### src/rtl/video_timing_pkg.sv
// Shared types, standard mode constants and a width helper for the raster
// timing generator.
package video_timing_pkg;

  // 800x600 @ 60 Hz, 40 MHz pixel clock
  localparam int M800_H_TOTAL  = 1056;
  localparam int M800_H_SYNC   = 128;
  localparam int M800_H_BPORCH = 88;
  localparam int M800_H_RES    = 800;
  localparam int M800_V_TOTAL  = 628;
  localparam int M800_V_SYNC   = 4;
  localparam int M800_V_BPORCH = 23;
  localparam int M800_V_RES    = 600;
  localparam logic M800_HS_POL = 1'b1;
  localparam logic M800_VS_POL = 1'b1;

  // 1024x768 @ 60 Hz, 65 MHz pixel clock
  localparam int M1024_H_TOTAL  = 1344;
  localparam int M1024_H_SYNC   = 136;
  localparam int M1024_H_BPORCH = 160;
  localparam int M1024_H_RES    = 1024;
  localparam int M1024_V_TOTAL  = 806;
  localparam int M1024_V_SYNC   = 6;
  localparam int M1024_V_BPORCH = 29;
  localparam int M1024_V_RES    = 768;
  localparam logic M1024_HS_POL = 1'b0;
  localparam logic M1024_VS_POL = 1'b0;

  // 1280x720 @ 60 Hz, 74.25 MHz pixel clock
  localparam int M720_H_TOTAL  = 1650;
  localparam int M720_H_SYNC   = 40;
  localparam int M720_H_BPORCH = 220;
  localparam int M720_H_RES    = 1280;
  localparam int M720_V_TOTAL  = 750;
  localparam int M720_V_SYNC   = 5;
  localparam int M720_V_BPORCH = 20;
  localparam int M720_V_RES    = 720;
  localparam logic M720_HS_POL = 1'b1;
  localparam logic M720_VS_POL = 1'b1;

  // Raw (polarity-free) per-pixel flags carried down the display pipeline.
  typedef struct packed {
    logic hs;
    logic vs;
    logic de;
    logic win;
    logic sof;
  } sync_flags_t;

  // Bits needed to index 0..n-1, never less than one.
  function automatic int width_of(input int n);
    return (n <= 1) ? 1 : $clog2(n);
  endfunction

endpackage

### src/rtl/video_timing_gen_sync_delay_line.sv
// Fixed-depth shift register with a synchronous clear that loads every stage
// with a parameterised idle vector.
module sync_delay_line #(
  parameter int               WIDTH   = 1,
  parameter int               DEPTH   = 1,
  parameter logic [WIDTH-1:0] RST_VAL = '0
) (
  input  logic             clk,
  input  logic             srst,
  input  logic [WIDTH-1:0] din,
  output logic [WIDTH-1:0] dout
);

  logic [WIDTH-1:0] stage_reg [DEPTH];

  always_ff @(posedge clk) begin
    if (srst) begin
      for (int i = 0; i < DEPTH; i++) begin
        stage_reg[i] <= RST_VAL;
      end
    end else begin
      stage_reg[0] <= din;
      for (int i = 1; i < DEPTH; i++) begin
        stage_reg[i] <= stage_reg[i-1];
      end
    end
  end

  assign dout = stage_reg[DEPTH-1];

endmodule

### src/rtl/video_timing_gen.sv
// Raster timing generator: early frame-buffer read strobe plus HS/VS/DE,
// window coordinates and start-of-frame delayed to meet the read data.
module video_timing_gen
  import video_timing_pkg::*;
#(
  parameter int   H_TOTAL  = M800_H_TOTAL,
  parameter int   H_SYNC   = M800_H_SYNC,
  parameter int   H_BPORCH = M800_H_BPORCH,
  parameter int   H_RES    = M800_H_RES,
  parameter int   V_TOTAL  = M800_V_TOTAL,
  parameter int   V_SYNC   = M800_V_SYNC,
  parameter int   V_BPORCH = M800_V_BPORCH,
  parameter int   V_RES    = M800_V_RES,
  parameter int   RD_HRES  = 640,
  parameter int   RD_VRES  = 480,
  parameter logic HS_POL   = M800_HS_POL,
  parameter logic VS_POL   = M800_VS_POL,
  parameter int   DELAY    = 5
) (
  input  logic                         iclk,
  input  logic                         irst,
  input  logic                         ien,
  output logic                         orden,
  output logic                         ohs,
  output logic                         ovs,
  output logic                         ode,
  output logic                         owin,
  output logic [width_of(RD_HRES)-1:0] ox,
  output logic [width_of(RD_VRES)-1:0] oy,
  output logic                         osof
);

  localparam int XW = width_of(RD_HRES);
  localparam int YW = width_of(RD_VRES);
  // One spare count so HA+H_RES == H_TOTAL still fits in the compare.
  localparam int HW = width_of(H_TOTAL + 1);
  localparam int VW = width_of(V_TOTAL + 1);
  localparam int HA = H_SYNC + H_BPORCH;
  localparam int VA = V_SYNC + V_BPORCH;
  localparam int HO = HA + (H_RES - RD_HRES) / 2;
  localparam int VO = VA + (V_RES - RD_VRES) / 2;
  localparam int PW = $bits(sync_flags_t) + XW + YW;

  if (RD_HRES > H_RES) begin : g_bad_rd_hres
    $error("video_timing_gen: RD_HRES exceeds H_RES");
  end
  if (RD_VRES > V_RES) begin : g_bad_rd_vres
    $error("video_timing_gen: RD_VRES exceeds V_RES");
  end
  if (H_SYNC + H_BPORCH + H_RES > H_TOTAL) begin : g_bad_h_total
    $error("video_timing_gen: horizontal timing exceeds H_TOTAL");
  end
  if (V_SYNC + V_BPORCH + V_RES > V_TOTAL) begin : g_bad_v_total
    $error("video_timing_gen: vertical timing exceeds V_TOTAL");
  end
  if (DELAY < 1) begin : g_bad_delay
    $error("video_timing_gen: DELAY must be at least 1");
  end

  logic          idle;
  logic [HW-1:0] h_cnt_reg;
  logic [VW-1:0] v_cnt_reg;
  logic          h_last;
  logic          v_last;

  // Disabled means parked at the origin with a flushed pipeline.
  assign idle   = irst || !ien;
  assign h_last = (h_cnt_reg == HW'(H_TOTAL - 1));
  assign v_last = (v_cnt_reg == VW'(V_TOTAL - 1));

  always_ff @(posedge iclk) begin
    if (idle) begin
      h_cnt_reg <= '0;
      v_cnt_reg <= '0;
    end else if (h_last) begin
      h_cnt_reg <= '0;
      v_cnt_reg <= v_last ? '0 : v_cnt_reg + VW'(1);
    end else begin
      h_cnt_reg <= h_cnt_reg + HW'(1);
    end
  end

  logic          h_act;
  logic          v_act;
  logic          h_in_win;
  logic          v_in_win;
  sync_flags_t   flags_a;
  logic [XW-1:0] x_a;
  logic [YW-1:0] y_a;

  assign h_act    = (h_cnt_reg >= HW'(HA)) && (h_cnt_reg < HW'(HA + H_RES));
  assign v_act    = (v_cnt_reg >= VW'(VA)) && (v_cnt_reg < VW'(VA + V_RES));
  assign h_in_win = (h_cnt_reg >= HW'(HO)) && (h_cnt_reg < HW'(HO + RD_HRES));
  assign v_in_win = (v_cnt_reg >= VW'(VO)) && (v_cnt_reg < VW'(VO + RD_VRES));

  always_comb begin
    flags_a     = '0;
    x_a         = '0;
    y_a         = '0;
    flags_a.hs  = (h_cnt_reg < HW'(H_SYNC));
    flags_a.vs  = (v_cnt_reg < VW'(V_SYNC));
    flags_a.de  = h_act && v_act;
    flags_a.win = h_in_win && v_in_win;
    flags_a.sof = (h_cnt_reg == HW'(HO)) && (v_cnt_reg == VW'(VO));
    if (flags_a.win) begin
      x_a = XW'(h_cnt_reg - HW'(HO));
      y_a = YW'(v_cnt_reg - VW'(VO));
    end
  end

  sync_flags_t   flags_reg;
  logic [XW-1:0] x_reg;
  logic [YW-1:0] y_reg;

  always_ff @(posedge iclk) begin
    if (idle) begin
      flags_reg <= '0;
      x_reg     <= '0;
      y_reg     <= '0;
    end else begin
      flags_reg <= flags_a;
      x_reg     <= x_a;
      y_reg     <= y_a;
    end
  end

  // The read strobe leaves here; the memory latency is covered by the delay line.
  assign orden = flags_reg.win;

  logic [PW-1:0] pipe_in;
  logic [PW-1:0] pipe_out;
  sync_flags_t   flags_d;
  logic [XW-1:0] x_d;
  logic [YW-1:0] y_d;

  assign pipe_in = {flags_reg, x_reg, y_reg};

  sync_delay_line #(
    .WIDTH   (PW),
    .DEPTH   (DELAY),
    .RST_VAL ('0)
  ) u_delay (
    .clk  (iclk),
    .srst (idle),
    .din  (pipe_in),
    .dout (pipe_out)
  );

  assign {flags_d, x_d, y_d} = pipe_out;

  assign ohs  = flags_d.hs ? HS_POL : ~HS_POL;
  assign ovs  = flags_d.vs ? VS_POL : ~VS_POL;
  assign ode  = flags_d.de;
  assign owin = flags_d.win;
  assign osof = flags_d.sof;
  assign ox   = x_d;
  assign oy   = y_d;

endmodule

### config.mk
export PLATFORM = sky130hd
export DESIGN_NAME = video_timing_gen
export DESIGN_NICKNAME = d
export VERILOG_FILES = /design/src/rtl/video_timing_pkg.sv /design/src/rtl/video_timing_gen_sync_delay_line.sv /design/src/rtl/video_timing_gen.sv
export SDC_FILE = /design/constraint.sdc
export NUM_CORES = 1
export LEC_CHECK = 0
export BUFFER_PORTS_ARGS = -buffer_cell sky130_fd_sc_hd__buf_2
export CAP_MARGIN = 40
export CORE_MARGIN = 2
export CORE_UTILIZATION = 30
export CTS_CLUSTER_DIAMETER = 100
export DETAILED_ROUTE_END_ITERATION = 10
export SYNTH_ARGS = -nofsm -noshare
export SYNTH_HDL_FRONTEND = slang
export SYNTH_SLANG_ARGS = --single-unit
### constraint.sdc
create_clock -name iclk -period 2 [get_ports iclk]
set_input_delay 0.1 -clock iclk [delete_from_list [all_inputs] [get_ports iclk]]
set_output_delay 0.1 -clock iclk [all_outputs]
set_load 0.05 [all_outputs]
# Word-level counts from Yosys, hierarchy flattened
# Memories as Yosys holds them, arrays and structs flattened.
# Cells that the tools add are included.
dict set report word_totals {
  reg_bits 45
  ramBits 120
  out_inout_bits 25
  n_memories 1
}
# name depth width read_ports rd_clocked_by_memory_dff write_ports line_no
set memory_table {}
lappend memory_table {u_delay.stage_reg 5 24 5 0 5 video_timing_gen_sync_delay_line.sv:14} ;# logic [WIDTH-1:0] stage_reg [DEPTH];
dict set report classes {
  n_addsub 4
  magnitude_cmp 10
  eq_ne 4
  muxes 11
  bitwise_logic 6
  n_reduce_logical 11
}
# cell count
set ops {}
lappend ops {{$mux W24} 5}
lappend ops {{$lt A11 B10 Y1 const B} 2}
lappend ops {{$lt A10 B10 Y1 const B} 2}
lappend ops {{$add A11 B1 Y11 const B} 1}
lappend ops {{$eq A11 B11 Y1 const B} 1}
lappend ops {{$eq A11 B9 Y1 const B} 1}
lappend ops {{$ge A11 B8 Y1 const B} 1}
lappend ops {{$ge A11 B9 Y1 const B} 1}
lappend ops {{$lt A11 B8 Y1 const B} 1}
lappend ops {{$add A10 B1 Y10 const B} 1}
lappend ops {{$eq A10 B10 Y1 const B} 1}
lappend ops {{$eq A10 B7 Y1 const B} 1}
lappend ops {{$ge A10 B5 Y1 const B} 1}
lappend ops {{$ge A10 B7 Y1 const B} 1}
lappend ops {{$lt A10 B3 Y1 const B} 1}
lappend ops {{$mux W10} 1}
lappend ops {{$sub A10 B9 Y10 const B} 1}
lappend ops {{$sub A9 B7 Y9 const B} 1}
lappend ops {{$logic_and A1 B1 Y1} 7}
lappend ops {{$mux W1} 5}
lappend ops {{$or A1 B1 Y1} 5}
lappend ops {{$reduce_or A2 Y1} 2}
lappend ops {{$logic_not A1 Y1} 1}
lappend ops {{$logic_or A1 B1 Y1} 1}
lappend ops {{$not A1 Y1} 1}

# Longest topological paths before layout
# Gate-level depths: netlist (run 1).
dict set report depth {
  word_depth 5
  mapped_depth 7
}

# Cells and area by module
# A second synthesis (run 1) with hierarchy kept.
dict set report unflattened {
  hier_cells 521
  area_unflattened_um2 5569.1
}
# mod instances cells_each area_per_inst_um2
set modules_own_cells {}
lappend modules_own_cells {sync_delay_line 1 277 3400.8}
lappend modules_own_cells {video_timing_gen 1 244 2168.3}

# Worst setup path after synthesis (run 1)
# OpenSTA, ideal clock, no wires.
dict set report synth_timing {
  path_kind {register -> register}
  from {reg h_cnt_reg[3]}
  to {reg x_reg[5]}
  setup_ns 0.087
  arrival_ns 1.700
  required_time_ns 1.913
  setup_slack_ns 0.212
  path_stages_with_launch 8
  cell_sequence {dfxtp_1 inv_1 ha_1 nor2b_1 o31ai_1 a32o_1 buf_6 nor4_4}
}
dict set report synth_between {
  elab_chain_len 5
}
# item line_no
set synth_lines {}
lappend synth_lines {{start, declared} video_timing_gen.sv:61} ;# logic [HW-1:0] h_cnt_reg;
lappend synth_lines {{start signal, assigned} video_timing_gen.sv:79} ;# h_cnt_reg <= h_cnt_reg + HW'(1);
lappend synth_lines {{$ge A11 B9 Y1 or $lt A11 B10 Y1 (tied branches)} video_timing_gen.sv:93} ;# assign h_in_win = (h_cnt_reg >= HW'(HO)) && (h_cnt_reg < HW'(HO + RD_HRES));
lappend synth_lines {{$logic_and A1 B1 Y1} video_timing_gen.sv:93}
lappend synth_lines {{$logic_and A1 B1 Y1} video_timing_gen.sv:103} ;# flags_a.win = h_in_win && v_in_win;
lappend synth_lines {{$not A1 Y1 (no source line)} --}
lappend synth_lines {{$reduce_or A2 Y1 (no source line)} --}
lappend synth_lines {{end signal, assigned} video_timing_gen.sv:118} ;# x_reg <= '0;
lappend synth_lines {{end signal, assigned} video_timing_gen.sv:122} ;# x_reg <= x_a;
lappend synth_lines {{end, declared} video_timing_gen.sv:112} ;# logic [XW-1:0] x_reg;
# Parallel ways exist; a longest one is shown, timed or not.
# A chain may end at the register's enable or synchronous reset.

# Worst setup path after layout (run 1)
dict set report layout_timing {
  from {reg v_cnt_reg[1]}
  to {reg v_cnt_reg[6]}
}
dict set report layout_between {
  elab_chain_len 2
}
# item line_no
set layout_lines {}
lappend layout_lines {{start, declared} video_timing_gen.sv:62} ;# logic [VW-1:0] v_cnt_reg;
lappend layout_lines {{start signal, assigned} video_timing_gen.sv:77} ;# v_cnt_reg <= v_last ? '0 : v_cnt_reg + VW'(1);
lappend layout_lines {{$add A10 B1 Y10 or $eq A10 B10 Y1 (tied branches)} {video_timing_gen.sv:77, video_timing_gen.sv:69}}
lappend layout_lines {{$mux W10 *} video_timing_gen.sv:77}
# Mark *: on every way between the ends. The rest lies on a longest branch, timed or not.

==> impl_metrics.toml, run 1 <==
[synth]
synth_commonest_cells = "dfxtp_1 (165), and2_1 (120), buf_4 (22), nor3_1 (21), nor2_1 (20)"
syn_avg_cell_area_sq_um = 10.6
synth_edf_count = 0
yosys.area.top_type = "dfxtp_1"
syn_area_sq_mm = 0.00552
yosysMostFrequentCell = "dfxtp_1"
ys.flop_type = "dfxtp_1"
syn_inst = 522
syn_nets = 531
synth.top_cell.area_share = 0.599
yosys-top-cells-area = "dfxtp_1 (60%), and2_1 (14%), buf_4 (3.0%)"
synth_cell_types = 48
ys_ff_latch = 165
async_reset_ff_frac = 0
synth_seq_area_share = 0.599
yosysWarnings = 0

[finish]
num-fill-cells = 1806
final_cells = 776
multiInputGateArea_sq_mm = 0.00189
diodes = 0
final_cell_area_sq_mm = 0.00641
drive_above_1_share = 0.163
nets = 543
largest_reg_flops = 120
area.sequential_sq_mm = 0.00330
syn2layout_area_growth_pct = 16.2

[global_route]
grt_max_degree = 122
grt_overflow = 0
grt_pass1_wl_um = 14600
antenna_found_initial = 0
grtUsageTotal = 0.0934
grt_pass1_vias = 3095

[critical_path]
cp.required_ns = 2.31
cp_top_family = "simple AND/OR/NAND/NOR gates"
critPathKind = "flop to flop"
path_cells = "ha_1, nand3_1, buf_4, or2_2, a211o_1, and3_1"
cp.arrival_ns = 2.13
critPathMaxStageDelay_ns = 0.39
cp_max_fo = 4
worst_path_max_delay_cell = "dfxtp_1"
worst-path-buf-inv = 1
worstSetupStartpointType = "flop"
end_kind = "flop"

[clocking]
cts_setup_buffers = 0
htree_levels = 4
numCtsBuffers = 17
cts_hold_buf = 0
ctsLongestPathBuffers = 2
path_clk_slew_ns = 0.07
cts_sinks = 165
insertion_delay_ns = 0.42
cts_tree = "done"
cts_root_buf = "clkbuf_16"

[pwr]
ir_drop_v = 0.000834
p_sw_frac = 0.215
power_density_mw_per_mm2 = 1030
power_leakage_nw = 2.51
netSwitchingPower_mw = 1.42
combPwrFrac = 0.009
clock_power_share = 0.493
p_total_mw = 6.60
p_int_mw = 5.18
seqPwrFrac = 0.499

[place]
placedCellCount = 744
gp_congestion = 0.822
dp_hpwl_um = 5390
place_area_sq_mm = 0.00581
portBuffers = 27

[route]
vias = 3255
wire_per_inst_um = 10.9
drt_first_pass_iters = 4
drtIter0Drc = 122
viasPerCell = 4.19
drt-total-wl_um = 8480
route.detailed.drc = 0
postRouteAntennaNets = 0

[die]
die_area_sq_mm = 0.0195
ios = 28
die_y_um = 140
std_cell_rows = 49
coreArea_sq_mm = 0.0180
initial_core_util = 0.306
fp.dieW_um = 140

[sta]
hold_ws_ns = 0.0293
hold_viol = 0
setup_viol = 0
rsz0062_at_grt = "no"
slew_headroom = 0.632
max_freq_mhz = 547
slew_viol_final = 0
fin_crit_ns = 1.83
worstMarginPinSlew_ns = 0.537
post-route-period-util = 0.914
finClkSkew_ns = 0.0174
tns_ns = 0

[run_status]
status = "completed"

[worst_hold_path]
hold_class = "input pin to flop"

[flow_run]
drv_cap = 0
worst paths after layout:
check / from / endpoint / slack (ns) / depth (start not counted)
worst max register to register: v_cnt_reg[1] / v_cnt_reg[6] / 0.17 / 6
worst max-delay path: v_cnt_reg[1] / v_cnt_reg[6] / 0.17 / 6
worst min-delay path: irst / v_cnt_reg[8] / 0.03 / 4
worst min register to register: y_reg[8] / u_delay.stage_reg[0][8] / 0.41 / 1
per-layer routing:
metal,vias to the layer above,part of all wire,GRT usage,routed length [um]
met5,-,0,0,0
met4,0,0.014,0.0447,121
met3,10,0.043,0.0334,368
met2,59,0.43,0.136,3610
met1,1465,0.52,0.123,4390
li1,1721,-,-,-
placed cells by master (no fill, tap or decap), types with 9 or more instances in the layout:
| master | n |
|---|---|
| nor2_1 | 20 |
| xnor2_1 | 10 |
| nor3_1 | 21 |
| buf_2 | 27 |
| clkbuf_16 | 17 |
| nand2_1 | 16 |
| and2_1 | 120 |
| buf_4 | 17 |
| a21oi_1 | 9 |
| dfxtp_1 | 164 |
what timing repair did:
action,CTS,global route
endpoints found under the hold margin,0,0
resized for setup,0,2
endpoints found under the setup margin,0,15
cell families (layout without fill, tap and decap cells):
logic type | Yosys count | in the layout | share of synthesized area
compound gates | 37 | 37 | 0.0440
flops | 165 | 165 | 0.599
buf+inv | 62 | 87 | 0.0610
fa+ha+maj | 6 | 6 | 0.0136
xor+xnor | 17 | 17 | 0.0270
simple gates | 235 | 235 | 0.256
metrics by stage:
step                       util  worst slack (ns)
after floorplan               -             0.212
final                     0.356             0.172
after detailed placement  0.322             0.189
after global placement    0.322             0.172
after global routing      0.356            0.0390
after CTS                 0.355             0.157
worst reg2reg max path, delay by kind of cell (launching register included):
kind / cells / cell delay [ns]
compound gates: 1 / 0.29
fa+ha+maj: 1 / 0.28
buf+inv: 1 / 0.17
flops: 1 / 0.39
simple gates: 3 / 0.58
power by group through the flow:
stage / logic, mW / registers [mW] / clock network [mW]
2_1_floorplan: 0.0380 / 3.37 / 0
3_3_place_gp: 0.0568 / 3.37 / 0
3_5_place_dp: 0.0586 / 3.37 / 0
4_1_cts: 0.0585 / 3.29 / 3.34
5_1_grt: 0.0652 / 3.29 / 3.49
6_report: 0.0565 / 3.29 / 3.25
layout make-up:
type	count	share of cell area
Multi-Input combinational cell	295	0.295
Inverter	9	0.00527
Timing Repair Buffer	46	0.0472
Clock inverter	14	0.0258
Tap cell	229	0.0447
Sequential cell	165	0.515
Clock buffer	18	0.0669
Note: power is estimated with default switching activity, not from simulation.
==> run 2, diff against run 1 <==
--- a/config.mk
+++ b/config.mk
@@ -8,9 +8,11 @@
 export BUFFER_PORTS_ARGS = -buffer_cell sky130_fd_sc_hd__buf_2
 export CAP_MARGIN = 40
 export CORE_MARGIN = 2
-export CORE_UTILIZATION = 30
+export CORE_UTILIZATION = 59
 export CTS_CLUSTER_DIAMETER = 100
 export DETAILED_ROUTE_END_ITERATION = 10
+export MAX_ROUTING_LAYER = met4
+export PLACE_DENSITY = 0.77
 export SYNTH_ARGS = -nofsm -noshare
 export SYNTH_HDL_FRONTEND = slang
 export SYNTH_SLANG_ARGS = --single-unit
==> impl_metrics.toml, run 2 (synthesized netlist as in run 1, its figures left out) <==
[finish]
final_cells = 658
mostFrequentLayoutCells = "dfxtp_1 (162), and2_1 (120), buf_2 (27)"
largest_reg_flops = 120
final_cell_area_sq_mm = 0.00622
diodes = 0
drive_above_1_share = 0.163
post-route-util = 0.680
syn2layout_area_growth_pct = 12.8
nets = 543
final_common_cell = "dfxtp_1"

[die]
die_y_um = 101
std_cell_rows = 35
die_area_sq_mm = 0.0101
fp.dieW_um = 101
coreArea_sq_mm = 0.00915
initial_core_util = 0.603
ios = 28

[pwr]
p_total_mw = 6.29
clock_power_share = 0.467
p_sw_frac = 0.222
ir_drop_v = 0.000575
seqPwrFrac = 0.524
netSwitchingPower_mw = 1.40
power_density_mw_per_mm2 = 1010
p_int_mw = 4.89
combPwrFrac = 0.009
power_leakage_nw = 2.47

[sta]
fin_crit_ns = 1.82
slew_headroom = 0.680
max_freq_mhz = 549
slew_viol_final = 0
setup_viol = 0
tns_ns = 0
rsz0062_at_grt = "no"
finalWorstSetupSlack_ns = 0.179
finClkSkew_ns = 0.00805
hold_ws_ns = 0.420
worstMarginPinSlew_ns = 0.468
post-route-period-util = 0.910
hold_viol = 0

[clocking]
path_clk_slew_ns = 0.07
htree_levels = 4
cts_tree = "done"
insertion_delay_ns = 0.52
cts_setup_buffers = 0
cts_sinks = 165
cts_root_buf = "clkbuf_8"
numCtsBuffers = 17
ctsLongestPathBuffers = 2

[critical_path]
end_kind = "flop"
cp_max_fo = 5
cp.arrival_ns = 2.27
worstSetupStartpointType = "flop"
cp.required_ns = 2.45
critPathKind = "flop to flop"

[global_route]
top_usage_layer = "met2"
grt_overflow = 0
antenna_found_initial = 0
grtUsageMet3 = 0.0479
use_met1 = 0.200
grtUsageMet2 = 0.276
grt_max_degree = 122
grt_pass1_wl_um = 13200
grt_pass1_vias = 2983
grtUsageTotal = 0.172

[route]
drtIter0Drc = 126
wire_per_inst_um = 11.7
route.detailed.drc = 0
postRouteAntennaNets = 0
drt_first_pass_iters = 4
viasPerCell = 5.02
vias = 3300
drt-total-wl_um = 7710

[worst_hold_path]
hold_class = "flop to flop"

[run_status]
status = "completed"

[place]
gp_congestion = 0.867
dp_slack_ns = 0.128
dp_hpwl_um = 4710
portBuffers = 27
placedCellCount = 623
place_area_sq_mm = 0.00563

[flow_run]
drv_cap = 0
[run 2: worst paths after layout]
| check | from | endpoint | slack (ns) | cells after the start |
|---|---|---|---|---|
| hold / removal | u_delay.stage_reg[0][31] | u_delay.stage_reg[0][55] | 0.42 | 1 |
| hold reg to reg | u_delay.stage_reg[0][31] | u_delay.stage_reg[0][55] | 0.42 | 1 |
| setup reg to reg | v_cnt_reg[1] | v_cnt_reg[8] | 0.18 | 5 |
| setup / recovery | v_cnt_reg[1] | v_cnt_reg[8] | 0.18 | 5 |
[run 2: layout make-up]
cell class                      count  area (sq um)
Clock buffer                       18           418
Clock inverter                     14           135
Fill cell                         678          2930
Inverter                            9          33.8
Multi-Input combinational cell    295          1890
Sequential cell                   165          3310
Tap cell                          111           139
Timing Repair Buffer               46           298
[run 2: worst max-delay path, cell delays in order, from the launching register on]
cell	delay, ns
dfxtp_1	0.38
ha_2	0.25
nand3_1	0.15
or4_1	0.52
or3_1	0.33
o22ai_1	0.13
[run 2: repair_timing]
action,CTS,global route
endpoints found under the setup margin,0,22
gates resized for setup,0,5
hold buffers,3,0
hold endpoints to repair,6,0
[run 2: layer usage]
| layer | wire, um | vias to the layer above | part of all wire |
|---|---|---|---|
| met5 | 0 | - | 0 |
| met4 | 143 | 0 | 0.019 |
| met2 | 3800 | 85 | 0.49 |
| met1 | 3450 | 1480 | 0.45 |
| met3 | 323 | 19 | 0.042 |
| li1 | - | 1716 | - |
[run 2: power groups by stage]
stage               clock network, mW  logic (mW)  registers [mW]
finish                           2.94      0.0575            3.29
floorplan                           0      0.0380            3.37
global route                     3.15      0.0676            3.29
detailed placement                  0      0.0541            3.37
CTS                              3.00      0.0588            3.29
global placement                    0      0.0537            3.37
